==> src/rtl/memory_if.sv <==
// Request/response bus between a page-table walker (master) and the
// read-only backing memory (slave). Names carry the memory-side direction.
interface memory_if #(
  parameter int ADDR_WIDTH = 32,
  parameter int DATA_WIDTH = 32
);
  logic                  mem_req_valid_i;
  logic                  mem_req_ready_o;
  logic [ADDR_WIDTH-1:0] mem_addr_i;
  logic                  mem_resp_valid_o;
  logic                  mem_resp_ready_i;
  logic [DATA_WIDTH-1:0] mem_data_o;

  modport master (
    output mem_req_valid_i,
    output mem_addr_i,
    output mem_resp_ready_i,
    input  mem_req_ready_o,
    input  mem_resp_valid_o,
    input  mem_data_o
  );

  modport slave (
    input  mem_req_valid_i,
    input  mem_addr_i,
    input  mem_resp_ready_i,
    output mem_req_ready_o,
    output mem_resp_valid_o,
    output mem_data_o
  );
endinterface

==> src/rtl/memory.sv <==
// Read-only, word-addressed backing memory for page-table walks.
// One outstanding request; valid/ready request and response channels.
// 4 KiB image: root page table at 0x400, second-level table at 0x800.
// Optional simulation trace of both handshakes: define MEMORY_TRACE_EN.
module memory #(
  parameter int ADDR_WIDTH   = 32,
  parameter int DATA_WIDTH   = 32,
  parameter int DEPTH_WORDS  = 1024,
  parameter int READ_LATENCY = 1
) (
  input  logic       clk,
  input  logic       rst,
  memory_if.slave    bus
);

  localparam int IDX_W   = $clog2(DEPTH_WORDS);
  localparam int BYTE_W  = IDX_W + 2;
  localparam int CNT_W   = (READ_LATENCY > 1) ? $clog2(READ_LATENCY) : 1;
  localparam logic [CNT_W-1:0] CNT_LOAD = CNT_W'(READ_LATENCY - 1);
  localparam logic [CNT_W-1:0] CNT_ZERO = {CNT_W{1'b0}};
  localparam logic [CNT_W-1:0] CNT_ONE  = CNT_W'(1);

  typedef enum logic [1:0] {
    ST_IDLE        = 2'b00,
    ST_READ_ACCESS = 2'b01,
    ST_RESPOND     = 2'b10
  } state_e;

  // Fixed image contents; every word not listed reads as zero.
  function automatic logic [DATA_WIDTH-1:0] rom_word(input logic [IDX_W-1:0] idx);
    logic [DATA_WIDTH-1:0] word;
    case (idx)
      IDX_W'(32'h100): word = DATA_WIDTH'(32'h0000_0801); // 0x400 root entry -> L2 table
      IDX_W'(32'h101): word = DATA_WIDTH'(32'h1234_0007); // 0x404
      IDX_W'(32'h200): word = DATA_WIDTH'(32'h1000_000F); // 0x800
      IDX_W'(32'h201): word = DATA_WIDTH'(32'h1100_000F); // 0x804
      IDX_W'(32'h202): word = DATA_WIDTH'(32'h1200_0007); // 0x808
      default:         word = {DATA_WIDTH{1'b0}};
    endcase
    return word;
  endfunction

  state_e                state_q, state_d;
  logic [CNT_W-1:0]      cnt_q, cnt_d;
  logic [IDX_W-1:0]      idx_q, idx_d;
  logic                  oob_q, oob_d;
  logic [DATA_WIDTH-1:0] data_q, data_d;
  logic                  ready_q, ready_d;
  logic                  resp_valid_q, resp_valid_d;

  // Byte-offset bits are deliberately ignored: misaligned reads round down.
  logic unused_addr_s;
  assign unused_addr_s = ^bus.mem_addr_i[1:0];

  // State and output registers; reset aborts any access, storage is constant.
  always_ff @(posedge clk) begin
    if (rst) begin
      state_q      <= ST_IDLE;
      cnt_q        <= CNT_ZERO;
      idx_q        <= {IDX_W{1'b0}};
      oob_q        <= 1'b0;
      data_q       <= {DATA_WIDTH{1'b0}};
      ready_q      <= 1'b1;
      resp_valid_q <= 1'b0;
    end else begin
      state_q      <= state_d;
      cnt_q        <= cnt_d;
      idx_q        <= idx_d;
      oob_q        <= oob_d;
      data_q       <= data_d;
      ready_q      <= ready_d;
      resp_valid_q <= resp_valid_d;
    end
  end

  // Next-state logic: accept in IDLE, count latency, hold response until taken.
  always_comb begin
    state_d = state_q;
    cnt_d   = cnt_q;
    idx_d   = idx_q;
    oob_d   = oob_q;
    data_d  = data_q;
    case (state_q)
      ST_IDLE: begin
        if (bus.mem_req_valid_i && ready_q) begin
          state_d = ST_READ_ACCESS;
          cnt_d   = CNT_LOAD;
          idx_d   = bus.mem_addr_i[BYTE_W-1:2];
          oob_d   = |bus.mem_addr_i[ADDR_WIDTH-1:BYTE_W];
        end else begin
          state_d = ST_IDLE;
        end
      end
      ST_READ_ACCESS: begin
        if (cnt_q == CNT_ZERO) begin
          state_d = ST_RESPOND;
          if (oob_q) begin
            data_d = {DATA_WIDTH{1'b0}};
          end else begin
            data_d = rom_word(idx_q);
          end
        end else begin
          cnt_d = cnt_q - CNT_ONE;
        end
      end
      ST_RESPOND: begin
        if (bus.mem_resp_ready_i) begin
          state_d = ST_IDLE;
        end else begin
          state_d = ST_RESPOND;
        end
      end
      default: begin
        // Unused encoding 2'b11 falls back to IDLE.
        state_d = ST_IDLE;
      end
    endcase
    ready_d      = (state_d == ST_IDLE);
    resp_valid_d = (state_d == ST_RESPOND);
  end

  assign bus.mem_req_ready_o  = ready_q;
  assign bus.mem_resp_valid_o = resp_valid_q;
  assign bus.mem_data_o       = data_q;

`ifdef MEMORY_TRACE_EN
  // Simulation trace of request and response handshakes.
  always @(posedge clk) begin
    if (!rst && bus.mem_req_valid_i && ready_q) begin
      $display("[%0t] memory req  addr=0x%08h idx=%0d", $time, bus.mem_addr_i,
               bus.mem_addr_i[BYTE_W-1:2]);
    end
    if (!rst && resp_valid_q && bus.mem_resp_ready_i) begin
      $display("[%0t] memory resp data=0x%08h", $time, data_q);
    end
  end
`else
  // Trace disabled: no additional logic.
`endif

endmodule

==> src/flat_wrapper.sv <==
// flat-port wrapper written by rule: the top's interface ports become plain ports
module memory_flat 
#(
  parameter int ADDR_WIDTH   = 32,
  parameter int DATA_WIDTH   = 32,
  parameter int DEPTH_WORDS  = 1024,
  parameter int READ_LATENCY = 1
)
  (clk, rst, bus_mem_req_valid_i, bus_mem_addr_i, bus_mem_resp_ready_i, bus_mem_req_ready_o, bus_mem_resp_valid_o, bus_mem_data_o);
  memory_if #(.ADDR_WIDTH(ADDR_WIDTH), .DATA_WIDTH(DATA_WIDTH)) bus_i ();
  input  logic clk;
  input  logic rst;
  input wire logic [$bits(bus_i.mem_req_valid_i)-1:0] bus_mem_req_valid_i;
  input wire logic [$bits(bus_i.mem_addr_i)-1:0] bus_mem_addr_i;
  input wire logic [$bits(bus_i.mem_resp_ready_i)-1:0] bus_mem_resp_ready_i;
  output wire logic [$bits(bus_i.mem_req_ready_o)-1:0] bus_mem_req_ready_o;
  output wire logic [$bits(bus_i.mem_resp_valid_o)-1:0] bus_mem_resp_valid_o;
  output wire logic [$bits(bus_i.mem_data_o)-1:0] bus_mem_data_o;
  assign bus_i.mem_req_valid_i = bus_mem_req_valid_i;
  assign bus_i.mem_addr_i = bus_mem_addr_i;
  assign bus_i.mem_resp_ready_i = bus_mem_resp_ready_i;
  assign bus_mem_req_ready_o = bus_i.mem_req_ready_o;
  assign bus_mem_resp_valid_o = bus_i.mem_resp_valid_o;
  assign bus_mem_data_o = bus_i.mem_data_o;
  memory #(.ADDR_WIDTH(ADDR_WIDTH), .DATA_WIDTH(DATA_WIDTH), .DEPTH_WORDS(DEPTH_WORDS), .READ_LATENCY(READ_LATENCY)) u_core (.clk(clk), .rst(rst), .bus(bus_i));
endmodule
==> config.mk <==
export PLATFORM = sky130hd
export DESIGN_NAME = memory_flat
export DESIGN_NICKNAME = d
export VERILOG_FILES = /design/src/rtl/memory_if.sv /design/src/rtl/memory.sv /design/src/flat_wrapper.sv
export SDC_FILE = /design/constraint.sdc
export NUM_CORES = 1
export LEC_CHECK = 0
export ABC_CLOCK_PERIOD_IN_PS = 1200
export BUFFER_PORTS_ARGS = -buffer_cell sky130_fd_sc_hd__buf_2
export CAP_MARGIN = 20
export CELL_PAD_IN_SITES_DETAIL_PLACEMENT = 1
export CELL_PAD_IN_SITES_GLOBAL_PLACEMENT = 1
export CORE_MARGIN = 4
export CORE_UTILIZATION = 27
export CTS_CLUSTER_SIZE = 40
export DETAILED_ROUTE_END_ITERATION = 10
export GPL_ROUTABILITY_DRIVEN = 0
export PLACE_DENSITY_LB_ADDON = 0.15
export SKIP_CTS_REPAIR_TIMING = 1
export SLEW_MARGIN = 40
export SYNTH_ARGS = -nofsm -noshare
export SYNTH_HDL_FRONTEND = slang
export SYNTH_SLANG_ARGS = --single-unit
==> constraint.sdc <==
create_clock -name clk -period 1.2 [get_ports clk]
set_input_delay 0.12 -clock clk [delete_from_list [all_inputs] [get_ports clk]]
set_output_delay 0.12 -clock clk [all_outputs]
set_load 0.05 [all_outputs]
==> metrics.txt <==
Req. time, crit path=1.40 ns; post-DP HPWL=around 2.6 mm; pwr dens=1260 nW/um2; Worst path max stage delay=between 0.3 and 0.4 ns; Synth top cells by count=nand2_1, buf_4, dfxtp_1; core area=4090 um2; Cells after Synth=132; status=finished with violations; Total GRT Usage=0.116; type of origin of the critical path=flop; sequential area share after synthesis=0.378; clk buf depth=2; Iter 0 DRT Violations=36; largest net degree at the start of global routing=14; final hold violations=0; fin crit period=about 1.2 ns; crit end category=flop; Detailed Route WL=3.23 mm; nets=220; MaxCap Viol Count=0; TritonCTS Sinks=22; # diodes=0; initial antenna violation count=0; PortBufs=46; clk_skew=0.00464 ns; Worst path slowest cell=nor4_4; via count=1039; I/O Pins=70; Post-synth top flop=dfxtp_1; area leader, netlist=dfxtp_1; Root Driver=clkbuf_8; WHS=0.0855 ns; DR pass1 iterations=4; Starting Density=0.285; Slew Viols, Final=0; post-synth cell types=30; syn_area_per_cell=8.83 um2; Die Y=73.7 um; Die W=around 74 um; setup violators final=5; vias in the first global route=1011; Netlist Area Pre-Place=1170 um2; Residual DRC=0; Final Instance Count excl. Fillers=233; Worst-Skew Late Latency=between 0.2 and 0.3 ns; Synth Register Bits=22; crit path max fanout=4; Fill cells=506; layout cell share with drive strength beyond 1=0.475; Setup WS pre-CTS=-0.0705 ns; post-route setup slack=-0.0253 ns; Num CTS Buffers=3; most common cell in the netlist=nand2_1; ranking of synthesized cells by area=dfxtp_1, buf_4, nand2_1; Overflow after GRT=0; Hold WC Path Type=in -> reg; EDFF count, synth=0; RSZ-0062 raised after global routing=true; Lkg Pwr=0.676 nW; Area Growth Syn to Fin=29.8%; f_max=0.816 GHz; fin util=0.370; DR WL/cell=13.8 um; first-pass GRT wire length=4.86 mm; Ys Warns=0; placed cells=about 230; failing checks=negative setup slack; Tcrit/Tclk final=1.02; Via density=4.46; Reg clk slew, reported paths=about 0.080 ns; Yosys top cell area share=0.378; die footprint=5430 um2; Final ANT Viol Nets=0; TritonCTS clock tree=built; arrival time at the worst endpoint=1.42 ns; CP Cell Sequence=nor4_4 > buf_4 > nand4_1 > a21oi_1; Max VDD drop=0.000603 V; CTS H-tree depth=1; kind of critical path=reg -> reg; row cnt=23; Async S/R FF share, synth=0
-- final cells by class --
type / instances / area [um2] / area share
multi-input cells: 98 / 623 / 0.412
clock buffers: 4 / 55.1 / 0.0364
well taps: 50 / 62.6 / 0.0413
flip-flops and latches: 22 / 449 / 0.297
inverters: 2 / 7.51 / 0.00496
repair buffers: 57 / 317 / 0.209
-- worst paths after layout --
check                            start                        end  slack (ns)  depth (start not counted)
max                    u_core.idx_q[7]  u_core.bus.mem_data_o[24]       -0.03                          4
max reg2reg            u_core.idx_q[7]  u_core.bus.mem_data_o[24]       -0.03                          4
min                 bus_mem_addr_i[10]            u_core.idx_q[8]        0.09                          3
min reg2reg  u_core.bus.mem_data_o[24]  u_core.bus.mem_data_o[24]        0.46                          2
-- stage by stage --
stage / power (mW) / area (um2) / setup TNS [ns]
2_1_floorplan: 1.23 / 1240 / 0
3_3_place_gp: 1.31 / 1390 / -0.00434
3_5_place_dp: 1.32 / 1390 / -0.124
4_1_cts: 1.88 / 1450 / -0.169
5_1_grt: 2.00 / 1510 / -0.418
6_report: 1.90 / 1510 / -0.0626
-- where the power goes --
group          switching [mW]  total (mW)  leakage (nW)  internal [mW]
sequential             0.0501       0.828         0.182          0.778
combinational           0.346       0.531         0.465          0.184
clock                   0.249       0.542        0.0288          0.293
total                   0.645        1.90         0.676           1.25
-- sequential cells by signal (all words and copies together), names as in the netlist --
name	count
u_core.idx_q	10
u_core.bus.mem_data_o	7
u_core.state_q	2
u_core.bus.mem_req_ready_o	1
u_core.bus.mem_resp_valid_o	1
u_core.oob_q	1
-- placed cells by master (no fill, tap or decap) --
| cell | count |
|---|---|
| buf_2 | 46 |
| nand2_1 | 27 |
| conb_1 | 21 |
| dfxtp_1 | 15 |
| a21oi_1 | 13 |
| buf_4 | 10 |
| dfxtp_2 | 7 |
| nand4_1 | 5 |
| nor4_1 | 5 |
| a21oi_2 | 4 |
| clkbuf_8 | 4 |
| nor3b_2 | 2 |
| inv_1 | 2 |
| a211oi_2 | 2 |
| nor2_1 | 2 |
| nor3_4 | 1 |
| nor2b_2 | 1 |
| nor4_4 | 1 |
| nand3_2 | 1 |
| and4bb_1 | 1 |
| nand2b_4 | 1 |
| nand3_1 | 1 |
| o31ai_2 | 1 |
| and3b_1 | 1 |
| and4bb_4 | 1 |
| nand4bb_1 | 1 |
| nor4b_2 | 1 |
| a2111oi_4 | 1 |
| xor2_1 | 1 |
| a221oi_2 | 1 |
| or3b_1 | 1 |
| o221a_2 | 1 |
| buf_6 | 1 |
-- cells by family after synthesis --
kind of cell | count (synthesis) | share of synthesized area
AOI/OAI and AO/OA | 23 | 0.146
xor gates and xnor gates | 1 | 0.00751
buffers and inverters | 32 | 0.188
DFF | 22 | 0.378
other | 1 | 0.00322
and+or+nand+nor | 53 | 0.278
-- metal layers --
layer / up-vias / track usage / wire, um
met5: - / 0 / 0
met4: 0 / 0.0241 / 12
met3: 2 / 0.0328 / 189
met2: 38 / 0.211 / 1690
met1: 485 / 0.135 / 1330
li1: 514 / - / -
-- critical path, delay by kind of cell, from the launching register on --
kind / cells / cell delay [ns]
compound gates: 1 / 0.14
buf+inv: 1 / 0.19
flops: 1 / 0.34
simple gates: 2 / 0.49
Note: power is estimated with default switching activity, not from simulation.
